<file path="src/rtl/deskew_pkg.sv">
// Shared constants and FSM state encoding for the deskew frame loader.
package deskew_pkg;

    localparam int unsigned DATA_W   = 16;
    localparam int unsigned ADDR_W   = 11;
    localparam int unsigned IMG_DIM  = 28;
    localparam int unsigned PIXELS   = IMG_DIM * IMG_DIM;
    localparam int unsigned OUT_BASE = 784;

    typedef enum logic [2:0] {
        LOAD,
        KICK,
        WAIT_BUSY,
        WAIT_DONE,
        RD,
        RD_DATA,
        SEND
    } state_t;

endpackage

</file>
<file path="src/rtl/deskew_frame_loader_if.sv">
// Pixel streams, deskew-engine handshake and shared BRAM port of the frame loader.
interface deskew_frame_loader_if #(
    parameter int unsigned WIDTH = 16
);
    import deskew_pkg::*;

    logic              s_valid;
    logic              s_ready;
    logic [WIDTH-1:0]  s_data;
    logic              m_valid;
    logic              m_ready;
    logic [WIDTH-1:0]  m_data;
    logic              m_last;
    logic              desk_start;
    logic              desk_ready;
    logic              mem_sel;
    logic [ADDR_W-1:0] address;
    logic [WIDTH-1:0]  out_data;
    logic [WIDTH-1:0]  in_data;
    logic              en;
    logic              we;
    logic              frame_done;

    modport master (
        input  s_valid, s_data, m_ready, desk_ready, in_data,
        output s_ready, m_valid, m_data, m_last, desk_start, mem_sel,
               address, out_data, en, we, frame_done
    );

    modport slave (
        output s_valid, s_data, m_ready, desk_ready, in_data,
        input  s_ready, m_valid, m_data, m_last, desk_start, mem_sel,
               address, out_data, en, we, frame_done
    );

endinterface

</file>
<file path="src/rtl/deskew_frame_loader.sv">
// Loads a frame into BRAM, hands the BRAM to the deskew engine, then streams
// the deskewed result back out one pixel per three cycles.
module deskew_frame_loader #(
    parameter int unsigned WIDTH    = deskew_pkg::DATA_W,
    parameter int unsigned PIXELS   = deskew_pkg::PIXELS,
    parameter int unsigned OUT_BASE = deskew_pkg::OUT_BASE
) (
    input  logic                   clk,
    input  logic                   reset,
    deskew_frame_loader_if.master  bus
);
    import deskew_pkg::*;

    localparam logic [ADDR_W-1:0] LAST_IDX = ADDR_W'(PIXELS - 1);
    localparam logic [ADDR_W-1:0] BASE     = ADDR_W'(OUT_BASE);

    state_t            r_state;
    state_t            w_state_nxt;
    logic [ADDR_W-1:0] r_cnt;
    logic [ADDR_W-1:0] w_cnt_nxt;
    logic [WIDTH-1:0]  r_pix;
    logic [WIDTH-1:0]  w_pix_nxt;
    logic              w_last;

    always_ff @(posedge clk or negedge reset) begin
        if (!reset) begin
            r_state <= LOAD;
            r_cnt   <= '0;
            r_pix   <= '0;
        end else begin
            r_state <= w_state_nxt;
            r_cnt   <= w_cnt_nxt;
            r_pix   <= w_pix_nxt;
        end
    end

    always_comb begin
        w_state_nxt    = r_state;
        w_cnt_nxt      = r_cnt;
        w_pix_nxt      = r_pix;
        w_last         = (r_cnt == LAST_IDX);
        bus.s_ready    = 1'b0;
        bus.m_valid    = 1'b0;
        bus.m_data     = '0;
        bus.m_last     = 1'b0;
        bus.desk_start = 1'b0;
        bus.mem_sel    = 1'b0;
        bus.address    = '0;
        bus.out_data   = '0;
        bus.en         = 1'b0;
        bus.we         = 1'b0;
        bus.frame_done = 1'b0;

        case (r_state)
            LOAD: begin
                bus.s_ready  = 1'b1;
                bus.en       = bus.s_valid;
                bus.we       = bus.s_valid;
                bus.address  = r_cnt;
                bus.out_data = bus.s_data;
                if (bus.s_valid) begin
                    if (w_last) begin
                        w_cnt_nxt   = '0;
                        w_state_nxt = KICK;
                    end else begin
                        w_cnt_nxt = r_cnt + ADDR_W'(1);
                    end
                end
            end
            KICK: begin
                if (bus.desk_ready) begin
                    bus.desk_start = 1'b1;
                    w_state_nxt    = WAIT_BUSY;
                end
            end
            // Engine must first drop desk_ready; a stale high here means it has not started.
            WAIT_BUSY: begin
                bus.mem_sel = 1'b1;
                if (!bus.desk_ready) w_state_nxt = WAIT_DONE;
            end
            WAIT_DONE: begin
                bus.mem_sel = 1'b1;
                if (bus.desk_ready) w_state_nxt = RD;
            end
            RD: begin
                bus.en      = 1'b1;
                bus.address = BASE + r_cnt;
                w_state_nxt = RD_DATA;
            end
            RD_DATA: begin
                w_pix_nxt   = bus.in_data;
                w_state_nxt = SEND;
            end
            SEND: begin
                bus.m_valid = 1'b1;
                bus.m_data  = r_pix;
                bus.m_last  = w_last;
                if (bus.m_ready) begin
                    if (w_last) begin
                        bus.frame_done = 1'b1;
                        w_cnt_nxt      = '0;
                        w_state_nxt    = LOAD;
                    end else begin
                        w_cnt_nxt   = r_cnt + ADDR_W'(1);
                        w_state_nxt = RD;
                    end
                end
            end
            default: w_state_nxt = LOAD;
        endcase

        // Outputs stay quiet for the whole reset assertion, including s_ready.
        if (!reset) begin
            bus.s_ready    = 1'b0;
            bus.m_valid    = 1'b0;
            bus.m_data     = '0;
            bus.m_last     = 1'b0;
            bus.desk_start = 1'b0;
            bus.mem_sel    = 1'b0;
            bus.address    = '0;
            bus.out_data   = '0;
            bus.en         = 1'b0;
            bus.we         = 1'b0;
            bus.frame_done = 1'b0;
        end
    end

endmodule
</file>
<file path="src/flat_wrapper.sv">
// flat-port wrapper written by rule: the top's interface ports become plain ports
module deskew_frame_loader_flat import deskew_pkg::*;
#(
    parameter int unsigned WIDTH    = deskew_pkg::DATA_W,
    parameter int unsigned PIXELS   = deskew_pkg::PIXELS,
    parameter int unsigned OUT_BASE = deskew_pkg::OUT_BASE
)
  (clk, reset, bus_s_valid, bus_s_data, bus_m_ready, bus_desk_ready, bus_in_data, bus_s_ready, bus_m_valid, bus_m_data, bus_m_last, bus_desk_start, bus_mem_sel, bus_address, bus_out_data, bus_en, bus_we, bus_frame_done);
  deskew_frame_loader_if #(.WIDTH(WIDTH)) bus_i ();
  input  logic clk;
  input  logic reset;
  input wire logic [$bits(bus_i.s_valid)-1:0] bus_s_valid;
  input wire logic [$bits(bus_i.s_data)-1:0] bus_s_data;
  input wire logic [$bits(bus_i.m_ready)-1:0] bus_m_ready;
  input wire logic [$bits(bus_i.desk_ready)-1:0] bus_desk_ready;
  input wire logic [$bits(bus_i.in_data)-1:0] bus_in_data;
  output wire logic [$bits(bus_i.s_ready)-1:0] bus_s_ready;
  output wire logic [$bits(bus_i.m_valid)-1:0] bus_m_valid;
  output wire logic [$bits(bus_i.m_data)-1:0] bus_m_data;
  output wire logic [$bits(bus_i.m_last)-1:0] bus_m_last;
  output wire logic [$bits(bus_i.desk_start)-1:0] bus_desk_start;
  output wire logic [$bits(bus_i.mem_sel)-1:0] bus_mem_sel;
  output wire logic [$bits(bus_i.address)-1:0] bus_address;
  output wire logic [$bits(bus_i.out_data)-1:0] bus_out_data;
  output wire logic [$bits(bus_i.en)-1:0] bus_en;
  output wire logic [$bits(bus_i.we)-1:0] bus_we;
  output wire logic [$bits(bus_i.frame_done)-1:0] bus_frame_done;
  assign bus_i.s_valid = bus_s_valid;
  assign bus_i.s_data = bus_s_data;
  assign bus_i.m_ready = bus_m_ready;
  assign bus_i.desk_ready = bus_desk_ready;
  assign bus_i.in_data = bus_in_data;
  assign bus_s_ready = bus_i.s_ready;
  assign bus_m_valid = bus_i.m_valid;
  assign bus_m_data = bus_i.m_data;
  assign bus_m_last = bus_i.m_last;
  assign bus_desk_start = bus_i.desk_start;
  assign bus_mem_sel = bus_i.mem_sel;
  assign bus_address = bus_i.address;
  assign bus_out_data = bus_i.out_data;
  assign bus_en = bus_i.en;
  assign bus_we = bus_i.we;
  assign bus_frame_done = bus_i.frame_done;
  deskew_frame_loader #(.WIDTH(WIDTH), .PIXELS(PIXELS), .OUT_BASE(OUT_BASE)) u_core (.clk(clk), .reset(reset), .bus(bus_i));
endmodule
</file>
<file path="config.mk">
export PLATFORM = sky130hd
export DESIGN_NAME = deskew_frame_loader_flat
export DESIGN_NICKNAME = d
export VERILOG_FILES = /design/src/rtl/deskew_pkg.sv /design/src/rtl/deskew_frame_loader_if.sv /design/src/rtl/deskew_frame_loader.sv /design/src/flat_wrapper.sv
export SDC_FILE = /design/constraint.sdc
export NUM_CORES = 1
export LEC_CHECK = 0
export ABC_AREA = 1
export CORE_ASPECT_RATIO = 0.9
export CORE_UTILIZATION = 46
export DETAILED_ROUTE_END_ITERATION = 10
export PLACE_DENSITY = 0.86
export SLEW_MARGIN = 20
export SYNTH_ARGS = -nofsm -noshare
export SYNTH_HDL_FRONTEND = slang
export SYNTH_SLANG_ARGS = --single-unit
</file>
<file path="constraint.sdc">
create_clock -name clk -period 2.4 [get_ports clk]
set_clock_uncertainty 0.2 [all_clocks]
set_input_delay 0.24 -clock clk [delete_from_list [all_inputs] [get_ports clk]]
set_output_delay 0.24 -clock clk [all_outputs]
set_load 0.03 [all_outputs]
</file>
==> results by group <==
Outcome
  • Status: finished, final reports clean

Pwr
  • LEAKAGE: 1.37 nW
  • PD cells: 1030 mW/mm2
  • Max VDD drop: 0.480 mV
  • Final Power: 3.05 mW

Routing
  • Drt total wl: 5680 um
  • Routed Antenna Nets: 0
  • WL/cell: 13.1 um
  • Pre-antenna DRT Iters: 4
  • Starting DRT DRC Count: 121
  • DRC: 0
  • DR vias/cell: 5.15
  • Via count: 2234

Floorplan
  • Die ar.: 0.00468 mm2
  • Die Ht: 65.0 um
  • Num rows: 22
  • Core box area: 0.00416 mm2
  • Initial Util: 48.8%
  • DIE WIDTH: 72.0 um
  • Top Ports: 88

Critical path
  • CP Cell Sequence: ha_1 > inv_1 > nor2_1 > nand2_1 > nor3b_2 > buf_4
  • Slowest cell on crit path: dfrtp_1
  • WP data arrival: 1.80 ns
  • Critical path data required time: 1.96 ns
  • CP peak stage delay: 0.41 ns
  • CP Max Fanout: 5
  • CP startpoint kind: flop
  • Setup crit end kind: output pin
  • CP Class: flop to output pin

Global route
  • Met2 Track Usage GR: 42.5%
  • GR peak layer: met2
  • First-pass GRT wire length: 9270 um
  • GRT met1 Usage: 32.9%
  • GRT Total Usage: 25.8%
  • Antenna violations before repair: 0
  • Largest net degree at the start of global routing: 37
  • Overflow after GRT: 0
  • Vias in the first global route: 2051
  • Met3 usage: 6.84%

Job
  • Max Cap Viol: 0

Clocking
  • H-tree Lvls: 2
  • CTS tree: built
  • Cts hold-fix bufs: 0
  • Clock sink count: 30
  • Root buffer cell: clkbuf_8
  • CTS Buf Count: 5
  • Clock-pin slew on the worst setup and hold paths: 0.06 ns
  • Skew-Pair Late Insertion Delay: 0.28 ns
  • Clock Path Buffers: 2

Finish
  • Post-Layout Cell Count: 434
  • Design Area, Final: 0.00296 mm2
  • Post-Route Utilization: 71.2%
  • Area delta synth->final: 46.0%
  • Final nets: 414
  • Commonest non-fill, non-tap cells in the layout: nand2_1 (62), nor2_1 (62), buf_4 (56), clkdlybuf4s50_1 (36), dfrtp_1 (28)
  • Share of layout cells above drive strength 1: 26.2%
  • # diodes: 0

Synthesis
  • Syn_area_per_cell: 7.14 um2
  • Mapped Area: 0.00203 mm2
  • Biggest area consumer among synthesized cells: dfrtp_1
  • Register bit total from synthesis: 30
  • YS warnings: 0
  • Post-Syn Instances: 284
  • Sequential share of the synthesized area: 37.0%
  • Top cells by area, synth: dfrtp_1 (37%), nor2_1 (12%), nand2_1 (11%), mux2_2 (8.9%), nand3_1 (4.4%)
  • Syn nets: 324
  • Count of different cell masters after synthesis: 27
  • Top-area cell type share of the netlist area: 37.0%

STA
  • Final count of hold timing violations: 0
  • TNS Setup: 0 ns
  • Worst-Margin Slew: 0.492 ns
  • Maximum clock rate: 447 MHz
  • Final slew viol count: 0
  • RSZ-0062 raised after global routing: false
  • Final cycle utilization of the critical path: 93.3%
  • Post-route minimum period: 2.24 ns
  • Slew margin rel.: 66.9%
  • Final setup viols: 0

Placed design
  • Dpl cells: 427
  • Placed cell areas: 0.00284 mm2
  • GP Congestion: 0.914
  • Port Buffers: 87
  • Dpl hpwl: 4190 um

Min path
  • HP Class: primary input to async pin
==> synthesized netlist by cell type <==
| master | number |
|---|---|
| nor2_1 | 63 |
| nand2_1 | 62 |
| dfrtp_1 | 30 |
| inv_1 | 23 |
| nand3_1 | 18 |
| mux2_2 | 16 |
| o21ai_0 | 11 |
| nor3_1 | 8 |
| a21oi_1 | 6 |
| clkbuf_1 | 6 |
| o21ai_1 | 6 |
| inv_2 | 5 |
| nand4_1 | 5 |
| xor2_1 | 4 |
| ha_1 | 3 |
| nand2_2 | 3 |
| nor2_4 | 3 |
| nand3b_1 | 2 |
| o21bai_1 | 2 |
| a21oi_4 | 1 |
| buf_2 | 1 |
| buf_4 | 1 |
| buf_6 | 1 |
| clkinv_1 | 1 |
| nand3_2 | 1 |
| nor3b_1 | 1 |
| nor4_1 | 1 |
==> final timing paths <==
| check | from | endpoint | slack, ns | cells past startpoint |
|---|---|---|---|---|
| setup reg to reg | u_core.r_cnt[0] | u_core.r_cnt[3] | 0.32 | 6 |
| hold reg to reg | u_core.r_pix[1] | u_core.r_pix[1] | 0.30 | 1 |
| setup / recovery | u_core.r_cnt[0] | bus_frame_done | 0.16 | 6 |
| hold / removal | reset | u_core.r_cnt[2] | 0.21 | 2 |
| max in group asynchronous | reset | u_core.r_cnt[4] | 1.49 | 2 |
| min in group clk | u_core.r_pix[1] | u_core.r_pix[1] | 0.30 | 1 |
==> metrics by stage <==
step	worst slack, ns	hold WS (ns)
CTS	0.0235	0.235
finish	0.162	0.213
floorplan	0.135	-0.256
global placement	0.221	0.288
global route	0.0349	0.266
detailed placement	0.185	0.293
==> critical path: cells and delay by family (launching register included) <==
| family | cells | cell delay [ns] |
|---|---|---|
| and+or+nand+nor | 3 | 0.61 |
| buffers and inverters | 2 | 0.26 |
| DFF | 1 | 0.41 |
| adders and majority gates | 1 | 0.24 |
==> cell families after synthesis <==
logic type	count (synthesis)	synth area share, %
flip-flops	30	37.0
AO/OA/AOI/OAI	26	7.22
multiplexers	16	8.89
buffers and inverters	38	7.65
adder cells (fa/ha/maj)	3	1.85
XOR/XNOR	4	1.73
AND/OR/NAND/NOR	167	35.6
==> per-layer routing <==
| layer | vias up | share of wire [%] |
|---|---|---|
| met3 | 10 | 11 |
| met4 | 0 | 1.5 |
| li1 | 1090 | - |
| met1 | 1017 | 40 |
| met5 | - | 0 |
| met2 | 117 | 47 |
==> flip-flops by register name (all words and copies together) (netlist names) <==
name,count
u_core.r_pix,16
u_core.r_state,3
u_core.r_cnt,11
==> layout make-up <==
type | instances | area [um2]
clock buffer | 6 | 82.6
fill | 343 | 1200
timing repair buffer | 92 | 781
sequential | 30 | 753
tap | 60 | 75.1
inverter | 29 | 109
clock inverter | 1 | 30.0
multi-input combinational | 216 | 1130
==> power by group <==
part | internal [mW] | switching (mW)
sequential | 0.744 | 0.222
clock | 0.332 | 0.188
combinational | 0.609 | 0.957
total | 1.68 | 1.37
==> timing repair <==
item | 4_1_cts | 5_1_grt
resized for setup | 0 | 6
setup endpoints to repair | 0 | 8
setup buffers | 0 | 0
(Power assumes the default switching activity.)
